File: src/rtl/seg7_pkg.sv
// Shared definitions for active-low 7-segment display readers.
package seg7_pkg;

  localparam int unsigned SEG_W = 7;
  localparam int unsigned VAL_W = 4;

  // Active-low digit patterns, bit6 = segment g, bit0 = segment a
  localparam logic [SEG_W-1:0] SEG_0 = 7'h40;
  localparam logic [SEG_W-1:0] SEG_1 = 7'h79;
  localparam logic [SEG_W-1:0] SEG_2 = 7'h24;
  localparam logic [SEG_W-1:0] SEG_3 = 7'h30;
  localparam logic [SEG_W-1:0] SEG_4 = 7'h19;
  localparam logic [SEG_W-1:0] SEG_5 = 7'h12;
  localparam logic [SEG_W-1:0] SEG_6 = 7'h02;
  localparam logic [SEG_W-1:0] SEG_7 = 7'h78;
  localparam logic [SEG_W-1:0] SEG_8 = 7'h00;

  // Sign digit patterns
  localparam logic [SEG_W-1:0] SEG_MINUS = 7'h3F;
  localparam logic [SEG_W-1:0] SEG_BLANK = 7'h7F;

  // Decoder FSM states
  typedef enum logic [0:0] {
    SETTLE = 1'b0,
    HOLD   = 1'b1
  } state_t;

  // Sign/magnitude display pair as sampled from the pins
  typedef struct packed {
    logic [SEG_W-1:0] sign;
    logic [SEG_W-1:0] mag;
  } seg_pair_t;

  // Value the pair history holds out of reset: both digits dark
  localparam seg_pair_t PAIR_RESET = {SEG_BLANK, SEG_BLANK};

  // 4-bit modulo negation; no sign extension, so -8 wraps to 4'h8
  function automatic logic [VAL_W-1:0] neg_mod(input logic [VAL_W-1:0] m);
    return (~m) + VAL_W'(1);
  endfunction

endpackage

File: src/rtl/seg7_digit_decode.sv
// Maps an active-low 7-segment pattern to its digit value 0..8.
module seg7_digit_decode
  import seg7_pkg::*;
(
  input  logic [SEG_W-1:0] i_pattern,
  output logic [VAL_W-1:0] o_mag_c,
  output logic             o_hit_c
);

  // Pattern lookup; any unlisted pattern is reported as a miss
  always_comb begin
    o_mag_c = '0;
    o_hit_c = 1'b1;
    case (i_pattern)
      SEG_0:   o_mag_c = VAL_W'(0);
      SEG_1:   o_mag_c = VAL_W'(1);
      SEG_2:   o_mag_c = VAL_W'(2);
      SEG_3:   o_mag_c = VAL_W'(3);
      SEG_4:   o_mag_c = VAL_W'(4);
      SEG_5:   o_mag_c = VAL_W'(5);
      SEG_6:   o_mag_c = VAL_W'(6);
      SEG_7:   o_mag_c = VAL_W'(7);
      SEG_8:   o_mag_c = VAL_W'(8);
      default: o_hit_c = 1'b0;
    endcase
  end

endmodule

File: src/rtl/seg7_to_tc4.sv
// Sign/magnitude 7-segment pair receiver: waits for a stable pair, then
// recovers the 4-bit two's complement value or flags an illegal encoding.
module seg7_to_tc4
  import seg7_pkg::*;
#(
  parameter int unsigned STABLE_CYCLES = 4,
  parameter int unsigned CNT_W         = 4
) (
  input  logic             Clock,
  input  logic             ResetN,
  input  logic [SEG_W-1:0] Sign,
  input  logic [SEG_W-1:0] Magnitude,
  output logic [VAL_W-1:0] N,
  output logic             Valid,
  output logic             Error,
  output logic             Locked
);

  localparam logic [CNT_W-1:0] CNT_LAST = CNT_W'(STABLE_CYCLES - 1);

  state_t           r_state;
  state_t           w_state_nxt;
  seg_pair_t        r_prev;
  logic [CNT_W-1:0] r_cnt;

  seg_pair_t        w_pair;
  logic             w_same;
  logic             w_fire;

  logic [VAL_W-1:0] w_mag;
  logic             w_hit;
  logic             w_legal;
  logic [VAL_W-1:0] w_val;

  logic [VAL_W-1:0] w_n_nxt;
  logic             w_valid_nxt;
  logic             w_error_nxt;
  logic             w_locked_nxt;

  assign w_pair = {Sign, Magnitude};
  assign w_same = (w_pair == r_prev);
  // Decode edge: the pair has been seen on STABLE_CYCLES consecutive edges
  assign w_fire = (r_state == SETTLE) && w_same && (r_cnt == CNT_LAST);

  seg7_digit_decode u_digit (
    .i_pattern (Magnitude),
    .o_mag_c   (w_mag),
    .o_hit_c   (w_hit)
  );

  // Sign/digit legality and value recovery
  always_comb begin
    w_legal = 1'b0;
    w_val   = w_mag;
    if (w_hit) begin
      if ((Sign == SEG_BLANK) && (w_mag != VAL_W'(8))) begin
        w_legal = 1'b1;
        w_val   = w_mag;
      end else if ((Sign == SEG_MINUS) && (w_mag != VAL_W'(0))) begin
        w_legal = 1'b1;
        w_val   = neg_mod(w_mag);
      end
    end
  end

  // State register
  always_ff @(posedge Clock or negedge ResetN) begin
    if (!ResetN) begin
      r_state <= SETTLE;
    end else begin
      r_state <= w_state_nxt;
    end
  end

  // Next-state: any change of pair restarts settling
  always_comb begin
    w_state_nxt = r_state;
    if (!w_same) begin
      w_state_nxt = SETTLE;
    end else if (w_fire) begin
      w_state_nxt = HOLD;
    end
  end

  // Pair history and saturating stability counter
  always_ff @(posedge Clock or negedge ResetN) begin
    if (!ResetN) begin
      r_prev <= PAIR_RESET;
      r_cnt  <= '0;
    end else if (!w_same) begin
      r_prev <= w_pair;
      r_cnt  <= CNT_W'(1);
    end else if ((r_state == SETTLE) && (r_cnt != CNT_LAST)) begin
      r_cnt  <= r_cnt + CNT_W'(1);
    end
  end

  // Output decode: one pulse per decode, N only updated on a legal pair
  always_comb begin
    w_n_nxt      = N;
    w_valid_nxt  = 1'b0;
    w_error_nxt  = 1'b0;
    w_locked_nxt = (w_state_nxt == HOLD);
    if (w_fire) begin
      if (w_legal) begin
        w_n_nxt     = w_val;
        w_valid_nxt = 1'b1;
      end else begin
        w_error_nxt = 1'b1;
      end
    end
  end

  // Output registers
  always_ff @(posedge Clock or negedge ResetN) begin
    if (!ResetN) begin
      N      <= '0;
      Valid  <= 1'b0;
      Error  <= 1'b0;
      Locked <= 1'b0;
    end else begin
      N      <= w_n_nxt;
      Valid  <= w_valid_nxt;
      Error  <= w_error_nxt;
      Locked <= w_locked_nxt;
    end
  end

endmodule

File: config.mk
export PLATFORM = sky130hd
export DESIGN_NAME = seg7_to_tc4
export DESIGN_NICKNAME = d
export VERILOG_FILES = /design/src/rtl/seg7_pkg.sv /design/src/rtl/seg7_digit_decode.sv /design/src/rtl/seg7_to_tc4.sv
export SDC_FILE = /design/constraint.sdc
export NUM_CORES = 1
export LEC_CHECK = 0
export BUFFER_PORTS_ARGS = -buffer_cell sky130_fd_sc_hd__buf_2
export CAP_MARGIN = 5
export CORE_MARGIN = 2
export CORE_UTILIZATION = 52
export CTS_BUF_LIST = sky130_fd_sc_hd__clkbuf_2
export CTS_CLUSTER_DIAMETER = 60
export DETAILED_ROUTE_END_ITERATION = 16
export PLACE_DENSITY = 0.78
export SLEW_MARGIN = 20
export SYNTH_ARGS = -nofsm -noshare
export SYNTH_HDL_FRONTEND = slang
export SYNTH_SLANG_ARGS = --single-unit
File: constraint.sdc
create_clock -name Clock -period 1.9 [get_ports Clock]
set_clock_uncertainty 0.15 [all_clocks]
set_input_delay 0.285 -clock Clock [delete_from_list [all_inputs] [get_ports Clock]]
set_output_delay 0.285 -clock Clock [all_outputs]
set_load 0.005 [all_outputs]
==> results by stage, run 1 <==
Setup path:
- The highest-delay cell along the critical path is or4_4.
- The critical path start-end classification is input pin to flop.
- Walking the worst path, the cells encountered are buf_6, buf_4, or3_1, or4_4, o41ai_2, a221oi_2, nand2_2, mux2_4.
- STA classifies the critical path endpoint as a flop.
- The data required time of the worst path is 2.02 ns.
- The nature of the critical path startpoint is an input pin.
- STA puts the critical path data arrival time at 2.26 ns.
- The longest individual stage delay on the worst path is 0.45 ns.
- The maximum fanout encountered on the critical timing path is 6.
- The number of cells on the worst reg-to-reg path is 6.

Cells and area:
- The library cells used most frequently in the layout, excluding fill and tap cells, are 25 x buf_4, 21 x buf_2, 18 x xor2_1.
- The final net count is 197.
- The post-route netlist has 48.3% of its cells at a drive strength greater than 1.
- The layout overhead on the synthesized area is 38.7%.
- 0 antenna diodes ended up in the layout.
- Cells fill 76.4% of the core in the end.
- Across the whole layout, storage elements account for 643 sq um.
- The number of fill cells is 158.
- After the flow finishes, the layout carries non-filler instances totaling 208.
- The multi-input combinational cell area is 704 sq um.
- With fillers left out, the area of the finished cells amounts to 1890 sq um.
- Leaving out fill and tap cells, the most frequent cell in the layout is buf_4.

Die:
- Row generation in the floorplan step produced 18 rows.
- The die is 55.2 um tall.
- The total I/O pin count is 23.
- The floorplan step set the die width to 55.2 um.
- Once the floorplan was initialized, standard cells occupied 55.1% of the core.
- The total area inside the core boundary comes to 2480 sq um.
- The floorplan step defined a die boundary enclosing 3050 sq um.

Global routing:
- The number of global-route vias before repair came to 1,229.
- The first global-routing pass estimated 5.81 mm of wire.
- Entering global routing, the biggest net connects 26 pins.
- The number of antenna violations at the first check in global routing is 0.
- The total overflow reported by the global router is 0.
- The global routing usage summed across all routing layers is 24.2%.

Timing:
- The worst slack on hold paths is 0.115 ns.
- Dividing the final minimum period by the clock period gives 113%.
- The final count of negative-setup-slack endpoints is 4.
- The final count of hold timing violations is 0.
- Setup repair after global routing could not meet its margin everywhere.
- The achievable frequency is 0.466 GHz.
- The total negative setup slack is -0.925 ns.
- The measured slew at the worst slew-check pin is 0.534 ns.
- The count of pins over their slew limit is 0.
- In this run the tightest slew margin relative to its limit is 64.4%.
- Across all setup checks in the final design, the least slack found is -0.244 ns.
- For the finished layout, the period the worst path requires is 2.14 ns.

Drt:
- After detailed routing, the number of remaining DRC violations is 0.
- The detail-routed net length per standard cell is 15.4 um.
- The count of nets left with antenna violations once routing finished came out at 0.
- Summed over all layers, the routed wires come to 3.20 mm.
- The number of DRC markers after the initial detailed-route iteration is 8.
- The number of search-and-repair iterations in the first detailed-routing pass is 4.
- In the routed layout, each cell is associated on average with a via count of 5.38.
- The detailed-route via count is 1,119.

Pwr:
- Dividing total power by cell area gives a power density of 516 nW/um^2.
- The worst-case IR drop observed on VDD is 0.530 mV.
- Summed over all cells, the static leakage comes to 0.868 nW.
- Overall power consumption after layout is estimated at 976 uW.

Synthesis:
- Synthesis inferred 25 register bits.
- The Yosys warning count is 0.
- Of all cell types, the one taking the most synthesized area is dfstp_2.
- The number of distinct library cells after synthesis is 37.
- The area of the mapped netlist is 1360 sq um.
- Synthesis produced 130 cells.
- The post-synthesis net count is 148.
- By area the synthesized netlist is led by dfstp_2 27%, dfrtp_1 20%, xor2_1 12%.
- A synthesized cell averages 10.5 sq um.
- Sequential cells were found to cover 47.2% of the synthesized design area.
- The area share of the largest cell type after synthesis is 27.0%.

Status:
- The final reports fail on negative setup slack.
- The flow ran to the end, but the final reports show violations.

Placed design:
- The weighted congestion at the end of routability-driven global placement is 0.727.
- The placed instances occupy a cell area of 1690 sq um.
- Before CTS, the worst setup slack after placement is -0.676 ns.
- The placed cell count is 189.
- Once detailed placement completed, the half-perimeter wirelength came to 2.33 mm.
- The count of buffers added on input and output ports is 22.

Clocking:
- The number of CTS-inserted buffers is 3.
- The clock tree from TritonCTS is yes.
- The clock passes through at most 2 buffers.
- The clock input transition at the sequential cells of the worst setup and hold paths is 0.27 ns.
- The clock latency reported for the late side of the worst-skew pair is 0.36 ns.
- The H-tree depth is 1.
- The tree is rooted in a clkbuf_2.
- Clock tree synthesis found a total of 25 sinks.

Worst hold path:
- Along the worst hold path, the cell count comes to 3.
- The path type of the worst min-delay path is input pin to flop.

Flow run:
- Across the run, the number of max-cap violations was 0.
[cells by family after synthesis]
group | share of synthesized area [%]
xor gates and xnor gates | 12.8
DFF | 47.2
and+or+nand+nor | 20.4
muxes | 4.77
buffers and inverters | 6.61
adders and majority gates | 1.83
AOI/OAI and AO/OA | 6.42
[Yosys cell counts]
cell / count
xor2_1: 18
clkbuf_1: 15
dfstp_2: 14
dfrtp_1: 11
nor2_1: 10
inv_1: 5
nand2_1: 5
a21oi_1: 4
nand2b_1: 4
nor3_1: 4
nor4_1: 4
buf_2: 3
mux2_4: 3
ha_1: 2
mux2i_1: 2
nand4_1: 2
nor2b_1: 2
or3_1: 2
xnor2_1: 2
a2111oi_1: 1
a211oi_1: 1
a21o_1: 1
a221oi_2: 1
nand2_2: 1
nand3b_1: 1
nand4b_1: 1
nand4bb_1: 1
nor3b_1: 1
nor4_2: 1
nor4b_1: 1
nor4b_4: 1
o21ai_1: 1
o22ai_1: 1
o41ai_2: 1
or3_4: 1
or3b_1: 1
or4_1: 1
[final timing paths]
path,start,endpoint,slack (ns)
min in group asynchronous,ResetN,r_cnt[2],0.23
setup reg to reg,r_prev[4],N[2],-0.16
setup / recovery,Magnitude[3],N[2],-0.24
hold / removal,Magnitude[1],r_prev[1],0.11
max in group asynchronous,ResetN,r_prev[11],0.98
hold reg to reg,N[3],N[3],0.40
[final cells by class]
type	instances	area share [%]
Sequential cell	25	34.0
Clock inverter	1	0.463
Timing Repair Buffer	62	24.5
Tap cell	30	1.98
Clock buffer	3	0.794
Inverter	5	0.992
Multi-Input combinational cell	82	37.2
[registers in the layout, summed over array words and instances (netlist names)]
| register | flops |
|---|---|
| Error | 1 |
| r_prev | 14 |
| r_cnt | 4 |
| N | 4 |
| Locked | 1 |
| Valid | 1 |
[worst max-delay path, delay by kind of cell]
kind,cells,cell delay (ns)
buf+inv,2,0.24
mux,1,0.32
simple gates,3,1.03
compound gates,2,0.39
[routing by layer]
layer	share of wire [%]	vias to the layer above	track usage [%]	wire (um)
li1	-	525	-	-
met1	39	555	27.8	1250
met2	54	25	44.4	1740
met3	2.7	14	2.81	86
met4	4.0	0	11.1	128
met5	0	-	0	0
[power by group]
part,switching (mW),internal [mW]
Clock,0.176,0.0552
Sequential,0.00762,0.561
Combinational,0.0863,0.0902
[timing repair]
| action | 4_1_cts | 5_1_grt |
|---|---|---|
| endpoints found under the setup margin | 6 | 7 |
| endpoints found under the hold margin | 20 | 4 |
| hold buffers | 10 | 4 |
| pin swaps | 1 | 3 |
| gates resized for setup | 4 | 2 |
| buffers inserted | 0 | 1 |
No activity file was read; power rests on OpenSTA's default activity.
==> run 2: changes to the inputs <==
--- a/config.mk
+++ b/config.mk
@@ -8,11 +8,11 @@
 export BUFFER_PORTS_ARGS = -buffer_cell sky130_fd_sc_hd__buf_2
 export CAP_MARGIN = 5
 export CORE_MARGIN = 2
-export CORE_UTILIZATION = 52
+export CORE_UTILIZATION = 57
 export CTS_BUF_LIST = sky130_fd_sc_hd__clkbuf_2
 export CTS_CLUSTER_DIAMETER = 60
 export DETAILED_ROUTE_END_ITERATION = 16
-export PLACE_DENSITY = 0.78
+export PLACE_DENSITY = 0.81
 export SLEW_MARGIN = 20
 export SYNTH_ARGS = -nofsm -noshare
 export SYNTH_HDL_FRONTEND = slang
==> constraint.sdc (replaced) <==
create_clock -name Clock -period 2.2 [get_ports Clock]
set_clock_uncertainty 0.15 [all_clocks]
set_input_delay 0.33 -clock Clock [delete_from_list [all_inputs] [get_ports Clock]]
set_output_delay 0.33 -clock Clock [all_outputs]
set_load 0.005 [all_outputs]
==> run 2 against run 1 <==
The run now ends clean. Die area down 8.1%. Non-clock buffer count down 7. Cell area down 4.6%. First-iteration DRC count up 13%. Hold slack worse by 0.089 ns. Setup slack better by 0.30 ns. Clock-buffer cell count unchanged. Via count down 5.9%. Final cell count down 4.3%. Power down 15%. Flip-flop and latch count unchanged. Sequential power down 14%. Critical path type unchanged. Largest power group unchanged. Highest routed layer unchanged.
==> results by stage, run 2 (same netlist as run 1, synthesis figures left out) <==
Setup path:
- The maximum fanout encountered on the critical timing path was 5 (was 6).
- The source of the critical timing path is Magnitude[3] (unchanged).
- The number of cells on the worst reg-to-reg path is 6 (unchanged).
- The launch point of the worst reg-to-reg path is r_prev[3] (was r_prev[4]).
- The number of buffers and inverters on the critical path is 2 (unchanged).
- The highest-delay cell along the critical path is or3_4 (was or4_4).
- The endpoint arrival time on the critical path is 2.29 ns (was 2.26 ns).
- The critical path endpoint category is a flop (unchanged).
- Cells traversed along the worst timing path: buf_6, or3_4, nor4b_4, nor3_2, ha_2, inv_2, a2111oi_4, a221oi_2, nand2_2, mux2_4 (was buf_6, buf_4, or3_1, or4_4, o41ai_2, a221oi_2, nand2_2, mux2_4).
- The critical register-to-register path endpoint is N[3] (was N[2]).
- The data required time of the worst path is 2.35 ns (was 2.02 ns).
- The nature of the critical path startpoint is an input pin (unchanged).
- The setup slack on the worst flop-to-flop path came to 0.13 ns (was -0.16 ns).
- The critical path start-end classification is input pin to flop (unchanged).
- The family of cells with the greatest summed delay on the critical path is simple AND/OR/NAND/NOR gates (unchanged).
- The longest individual stage delay on the worst path is 0.43 ns (was 0.45 ns).

Cells and area:
- The number of non-filler instances in the completed layout was 199 (was 208).
- The register ranked first by flip-flop count is r_prev (unchanged).
- Largest registers: r_prev x14, N x4, r_cnt x4 (unchanged).
- Leading cell types in the layout, fill and taps excluded: 22 x buf_4, 21 x buf_2, 18 x xor2_1 (was 25 x buf_4, 21 x buf_2, 18 x xor2_1).
- The leading cell type in the layout, fill and taps excluded is buf_4 (unchanged).
- The count of inserted antenna diode cells is 0 (unchanged).
- The final net count is 190 (was 197).
- The number of flip-flops under the largest register name is 14 (unchanged).
- The layout overhead on the synthesized area is 32.3% (was 38.7%).
- The share of final-layout standard cells stronger than drive strength 1 is 46.2% (was 48.3%).

Timing:
- Counting I/O delays and the setup requirement, the final critical path takes 2.14 ns.
- The final count of hold timing violations is 0 (unchanged).
- The max-slew headroom at the worst pin is 65.1% (was 64.4%).
- The count of pins over their slew limit is 0 (unchanged).
- The worst slack on hold paths came to 0.0260 ns (was 0.115 ns).
- The final count of negative-setup-slack endpoints is 0 (was 4).
- The measured slew at the worst slew-check pin is 0.523 ns (was 0.534 ns).
- The post-route clock period utilization is 97.5%.
- The achievable frequency is 0.466 GHz.
- Unrepaired setup endpoints after global routing: yes (unchanged).

Global routing:
- The total overflow reported by the global router is 0 (unchanged).
- The number of antenna violations at the first check in global routing came to 0 (unchanged).
- The largest net degree at the start of global routing is 26 (unchanged).
- The number of global-route vias before repair is 1,030 (was 1,229).
- The global routing usage summed across all routing layers came to 22.6% (was 24.2%).
- The wire length of the first global-routing pass is 4.53 mm (was 5.81 mm).

Worst hold path:
- The depth of the worst hold-timing path is 2 (was 3).
- The path type of the worst min-delay path is input pin to flop (unchanged).
- The startpoint of the lowest-slack hold path is Magnitude[0] (was Magnitude[1]).
- The endpoint with the worst hold slack is r_prev[0] (was r_prev[1]).

Pwr:
- The switching power came to 226 uW (was 270 uW).
- The static leakage power is 0.832 nW (was 0.868 nW).
- The share of total power consumed by net switching is 27.5% (was 27.6%).
- The relative contribution of combinational cells to total power is 16.0% (was 18.1%).
- The clock power share is 24.6% (was 23.7%).
- The total power consumption of the routed design is 825 uW (was 976 uW).
- The portion of total power attributed to sequential cells came to 59.4% (was 58.3%).
- The internal power contribution came to 598 uW (was 706 uW).
- The power density over the cells is 457 nW/um^2 (was 516 nW/um^2).
- The peak supply drop came to 0.487 mV (was 0.530 mV).

Clocking:
- The number of sinks handled by clock tree synthesis came to 25 (unchanged).
- The H-tree depth is 1 (unchanged).
- The clock tree root buffer cell is clkbuf_2 (unchanged).
- The clock tree from TritonCTS is yes (unchanged).
- The number of CTS-inserted buffers is 3 (unchanged).
- The clock input transition at the sequential cells of the worst setup and hold paths is 0.26 ns (was 0.27 ns).
- The maximum root-to-sink buffer count is 2 (unchanged).
- The clock latency reported for the late side of the worst-skew pair is 0.37 ns (was 0.36 ns).

Status:
- Outcome: complete, no violations (was finished, violations left).

Drt:
- The detailed-route via count was 1,053 (was 1,119).
- The detail-routed net length per standard cell is 14.1 um (was 15.4 um).
- The final antenna-violating net count is 0 (unchanged).
- The total detailed-routing wirelength is 2.80 mm (was 3.20 mm).
- The vias per cell is 5.29 (was 5.38).
- The number of search-and-repair iterations in the first detailed-routing pass is 4 (unchanged).
- The remaining design rule violation count is 0 (unchanged).
- The number of DRC markers after the initial detailed-route iteration was 9 (was 8).

Die:
- The total I/O pin count is 23 (unchanged).
- The total number of placement rows is 17 (was 18).
- The starting density of the core is 61.1% (was 55.1%).
- The die outline area is 2800 sq um (was 3050 sq um).
- The die boundary height is 52.9 um (was 55.2 um).
- The die boundary width is 52.9 um (was 55.2 um).
- The area of the core is 2230 sq um (was 2480 sq um).

Placed design:
- The post-DP HPWL is 2.06 mm (was 2.33 mm).
- The weighted congestion at the end of routability-driven global placement is 0.883 (was 0.727).
- The number of buffers added on ports is 22 (unchanged).
- The placed cell count is 181 (was 189).

Flow run:
- The reported max-cap violation count is 0 (unchanged).
==> run 2: cell types whose count changed in the layout (fill, tap and decap cells not counted) <==
cell | previous run | this run
nor4_2 | 4 | 1
dlygate4sd3_1 | 14 | 10
or4_1 | 0 | 1
or4_4 | 1 | 0
buf_4 | 25 | 22
nor4_1 | 0 | 3
==> run 2: worst max path at each step <==
stage | slack (ns) | to | depth (start not counted)
finish | 0.06 | N[3] | 10
detailed placement | -0.40 | N[1] | 10
global route | -0.06 | N[3] | 10
CTS | 0.02 | N[3] | 10
floorplan | -0.19 | N[1] | 9
global placement | -0.31 | N[3] | 10
==> run 2: repair_timing <==
item | 4_1_cts | 5_1_grt
hold endpoints to repair | 18 | 2
setup buffers | 0 | 4
hold buffers | 8 | 2
gates resized for setup | 0 | 2
setup endpoints to repair | 0 | 4
==> run 2: metrics by stage <==
step | util [%] | TNS [ns] | area [sq um] | setup slack [ns]
final | 80.8 | 0 | 1800 | 0.0556
after global routing | 80.8 | -0.203 | 1800 | -0.0617
after CTS | 78.0 | 0 | 1740 | 0.0167
after detailed placement | 73.4 | -1.68 | 1640 | -0.403
after global placement | 73.4 | -1.19 | 1640 | -0.306
after floorplan | - | -0.598 | 1410 | -0.191
==> run 2: layer usage <==
| layer | up-vias | GRT usage, % | share of wire, % |
|---|---|---|---|
| li1 | 513 | - | - |
| met4 | 0 | 8.55 | 2.5 |
| met3 | 8 | 4.80 | 4.2 |
| met1 | 504 | 26.3 | 43 |
| met5 | - | 0 | 0 |
| met2 | 28 | 40.2 | 51 |
==> run 2: power by group through the flow <==
| stage | registers (mW) | logic, mW | clock network, mW |
|---|---|---|---|
| finish | 0.490 | 0.132 | 0.203 |
| global route | 0.492 | 0.145 | 0.221 |
| CTS | 0.490 | 0.124 | 0.204 |
| detailed placement | 0.497 | 0.113 | 0 |
| global placement | 0.496 | 0.109 | 0 |
| floorplan | 0.496 | 0.0639 | 0 |
==> run 2: cell type report <==
type	instances	area (sq um)
clock buffer	3	15.0
fill	138	429
clock inverter	1	8.76
tap	28	35.0
inverter	5	18.8
multi-input combinational	82	682
sequential	25	643
timing repair buffer	55	402
==> run 3: changes to the inputs <==
--- a/config.mk
+++ b/config.mk
@@ -5,14 +5,15 @@
 export SDC_FILE = /design/constraint.sdc
 export NUM_CORES = 1
 export LEC_CHECK = 0
+export ABC_AREA = 1
 export BUFFER_PORTS_ARGS = -buffer_cell sky130_fd_sc_hd__buf_2
 export CAP_MARGIN = 5
 export CORE_MARGIN = 2
-export CORE_UTILIZATION = 57
+export CORE_UTILIZATION = 59
 export CTS_BUF_LIST = sky130_fd_sc_hd__clkbuf_2
 export CTS_CLUSTER_DIAMETER = 60
 export DETAILED_ROUTE_END_ITERATION = 16
-export PLACE_DENSITY = 0.81
+export PLACE_DENSITY = 0.82
 export SLEW_MARGIN = 20
 export SYNTH_ARGS = -nofsm -noshare
 export SYNTH_HDL_FRONTEND = slang
==> run 3 against run 2 <==
Final cell count grew 53%. Global-route usage shrank 2.6 points. Power is 1.2% lower. Register-to-register slack better by 0.22 ns. Via count is 39% higher.
==> results by stage, run 3 <==
Setup path:
- The maximum fanout encountered on the critical timing path came to 5 (unchanged).
- The setup slack on the worst flop-to-flop path is 0.35 ns (was 0.13 ns).
- The data required time of the worst path came to 2.34 ns (was 2.35 ns).
- The longest individual stage delay on the worst path is 0.45 ns (was 0.43 ns).
- The critical path endpoint category is a flop (unchanged).
- The critical path start-end classification is flop to flop (was input pin to flop).
- Cells traversed along the worst timing path: ha_1, inv_1, nor3_1, nor2_1, xor2_1, or2_1 (was buf_6, or3_4, nor4b_4, nor3_2, ha_2, inv_2, a2111oi_4, a221oi_2, nand2_2, mux2_4).
- The source of the critical timing path is r_cnt[0] (was Magnitude[3]).
- The launch point of the worst reg-to-reg path is r_cnt[0] (was r_prev[3]).
- The endpoint arrival time on the critical path is 1.99 ns (was 2.29 ns).
- The highest-delay cell along the critical path is dfrtp_1 (was or3_4).
- The nature of the critical path startpoint is a flop (was input pin).

Status:
- Outcome: complete, no violations (unchanged).

Timing:
- The max-slew headroom at the worst pin is 63.8% (was 65.1%).
- The total negative setup slack is 0 ns (unchanged).
- The count of pins over their slew limit is 0 (unchanged).
- The worst path setup slack after routing was 0.347 ns (was 0.0556 ns).
- The final count of hold timing violations is 0 (unchanged).
- The post-route clock period utilization is 84.2% (was 97.5%).
- Unrepaired setup endpoints after global routing: no (was yes).
- The achievable frequency is 0.540 GHz (was 0.466 GHz).
- The final count of negative-setup-slack endpoints is 0 (unchanged).
- The shortest clock period the worst path allows after layout is 1.85 ns (was 2.14 ns).
- The measured slew at the worst slew-check pin is 0.544 ns (was 0.523 ns).

Clocking:
- The clock tree from TritonCTS is yes (unchanged).
- The clock input transition at the sequential cells of the worst setup and hold paths is 0.25 ns (was 0.26 ns).
- The H-tree depth is 1 (unchanged).
- The number of sinks handled by clock tree synthesis is 25 (unchanged).
- The number of setup buffers added after CTS is 0 (unchanged).
- The clock tree root buffer cell is clkbuf_2 (unchanged).
- The maximum root-to-sink buffer count is 2 (unchanged).
- The number of CTS-inserted buffers is 3 (unchanged).
- The clock latency reported for the late side of the worst-skew pair is 0.36 ns (was 0.37 ns).

Die:
- The die outline area is 3290 sq um (was 2800 sq um).
- The starting density of the core is 61.4% (was 61.1%).
- The area of the core is 2730 sq um (was 2230 sq um).
- The die boundary width is 57.3 um (was 52.9 um).
- The die boundary height is 57.3 um (was 52.9 um).
- The total number of placement rows is 19 (was 17).
- The total I/O pin count is 23 (unchanged).

Synthesis:
- The most frequently used cell type in the post-synthesis netlist is nand2_1 (was xor2_1).
- The cell count after synthesis is 247 (was 130).
- The synthesized area per cell is 6.79 sq um (was 10.5 sq um).
- The area of the mapped netlist is 1680 sq um (was 1360 sq um).
- The largest area contributor in the synthesized netlist is dfstp_2 (unchanged).
- The sequential share of the synthesized area is 38.3% (was 47.2%).
- The top flip-flop cell by instance count after synthesis is dfstp_2 (unchanged).
- The number of enable-type register cells in the synthesized netlist was 0 (unchanged).
- Top post-synthesis cells by area: dfstp_2 22%, nand2_1 19%, dfrtp_1 16% (was dfstp_2 27%, dfrtp_1 20%, xor2_1 12%).
- The post-synthesis async set-or-reset flop share was 100% (unchanged).
- The post-synthesis net count is 265 (was 148).
- The area share of the largest cell type after synthesis is 21.9% (was 27.0%).
- Cell types with the highest counts after synthesis: 86 x nand2_1, 33 x inv_1, 26 x nor2_1 (was 18 x xor2_1, 15 x clkbuf_1, 14 x dfstp_2).
- The number of distinct library cells after synthesis came to 29 (was 37).
- The flip-flop and latch count after synthesis is 25 (unchanged).
- The Yosys warning count is 0 (unchanged).

Global routing:
- The number of global-route vias before repair is 1,334 (was 1,030).
- The wire length of the first global-routing pass was 5.20 mm (was 4.53 mm).
- The global routing usage summed across all routing layers came to 20.0% (was 22.6%).
- The largest net degree at the start of global routing is 26 (unchanged).
- The number of antenna violations at the first check in global routing is 0 (unchanged).
- The total overflow reported by the global router is 0 (unchanged).

Pwr:
- The share of total power consumed by net switching was 28.4% (was 27.5%).
- The relative contribution of combinational cells to total power was 16.7% (was 16.0%).
- The internal power contribution is 584 uW (was 598 uW).
- The power density over the cells came to 420 nW/um^2 (was 457 nW/um^2).
- The peak supply drop was 0.356 mV (was 0.487 mV).
- The static leakage power was 1.09 nW (was 0.832 nW).
- The portion of total power attributed to sequential cells is 60.1% (was 59.4%).
- The switching power is 231 uW (was 226 uW).
- The clock power share was 23.1% (was 24.6%).

Placed design:
- The post-DP HPWL came to 2.14 mm (was 2.06 mm).
- The number of buffers added on ports was 22 (unchanged).
- The worst slack at placement came to 0.0205 ns (was -0.403 ns).
- The weighted congestion at the end of routability-driven global placement is 0.914 (was 0.883).

Drt:
- The number of DRC markers after the initial detailed-route iteration came to 74 (was 9).
- The vias per cell is 4.79 (was 5.29).
- The number of search-and-repair iterations in the first detailed-routing pass is 4 (unchanged).
- The detailed-route via count was 1,462 (was 1,053).
- The remaining design rule violation count is 0 (unchanged).
- The total detailed-routing wirelength was 2.97 mm (was 2.80 mm).
- The detail-routed net length per standard cell is 9.72 um (was 14.1 um).
- The final antenna-violating net count came to 0 (unchanged).

Cells and area:
- The count of inserted antenna diode cells is 0 (unchanged).
- Leading cell types in the layout, fill and taps excluded: 86 x nand2_1, 33 x inv_1, 26 x nor2_1 (was 22 x buf_4, 21 x buf_2, 18 x xor2_1).
- The final net count is 293 (was 190).
- The share of final-layout standard cells stronger than drive strength 1 is 27.7% (was 46.2%).
- The layout overhead on the synthesized area is 15.7% (was 32.3%).
- The leading cell type in the layout, fill and taps excluded is nand2_1 (was buf_4).
- Largest registers: r_prev x14, N x4, r_cnt x4 (unchanged).
- The number of flip-flops under the largest register name is 14 (unchanged).
- The register ranked first by flip-flop count is r_prev (unchanged).

Worst hold path:
- The path type of the worst min-delay path is input pin to async pin (was input pin to flop).

Flow run:
- The reported max-cap violation count is 0 (unchanged).
-- run 3: cell families (layout without fill, tap and decap cells) --
family	Yosys count	count (layout)	synth area share, %
AO/OA/AOI/OAI	6	6	2.24
XOR/XNOR	4	4	2.09
adder cells (fa/ha/maj)	2	2	1.49
buffers and inverters	54	81	12.9
flip-flops	25	25	38.3
AND/OR/NAND/NOR	156	156	43.0
-- run 3: power by group through the flow --
| stage | Clock, mW | Combinational (mW) | Sequential [mW] |
|---|---|---|---|
| global route | 0.218 | 0.156 | 0.492 |
| CTS | 0.197 | 0.136 | 0.490 |
| floorplan | 0 | 0.0815 | 0.496 |
| finish | 0.189 | 0.136 | 0.490 |
| detailed placement | 0 | 0.116 | 0.497 |
| global placement | 0 | 0.114 | 0.496 |
-- run 3: area by class of cell --
class                   instances  area (sq um)
clock inverters                 1          7.51
fillers                       228           793
multi-input cells             168           818
well taps                      31          38.8
repair buffers                 39           275
inverters                      38           143
flip-flops and latches         25           643
clock buffers                   3          15.0
-- run 3: critical path, delay by kind of cell (launching register included) --
family / cells / cell delay [ns]
and+or+nand+nor: 3 / 0.80
DFF: 1 / 0.45
adders and majority gates: 1 / 0.17
xor gates and xnor gates: 1 / 0.17
buffers and inverters: 1 / 0.04
-- run 3: metrics by stage --
stage / cell area (sq um) / hold slack [ns] / utilization [%] / total power, mW / std cells
floorplan: 1680 / -0.116 / - / 0.577 / 247
global placement: 1770 / 0.195 / 64.7 / 0.610 / 286
detailed placement: 1770 / 0.197 / 64.7 / 0.613 / 286
CTS: 1940 / 0.299 / 71.0 / 0.824 / 305
global route: 1940 / 0.331 / 71.0 / 0.866 / 305
finish: 1940 / 0.297 / 71.0 / 0.815 / 305
-- run 3: worst paths after layout --
path                        endpoint  cells past startpoint
max in group asynchronous  r_prev[0]                      2
max                         r_cnt[0]                      6
min                         r_cnt[1]                      2
min reg2reg                     N[3]                      2
max reg2reg                 r_cnt[0]                      6
min in group Clock          r_cnt[3]                      8
-- run 3: routing by layer --
layer  wire length (um)  GRT usage (%)
met4                 49           7.31
met2               1300           32.3
met1               1460           27.5
met5                  0              0
met3                156           2.95
-- run 3: timing repair --
action	CTS	global route
hold buffers	15	0
resized for setup	0	0
setup endpoints to repair	0	0
hold endpoints to repair	25	0
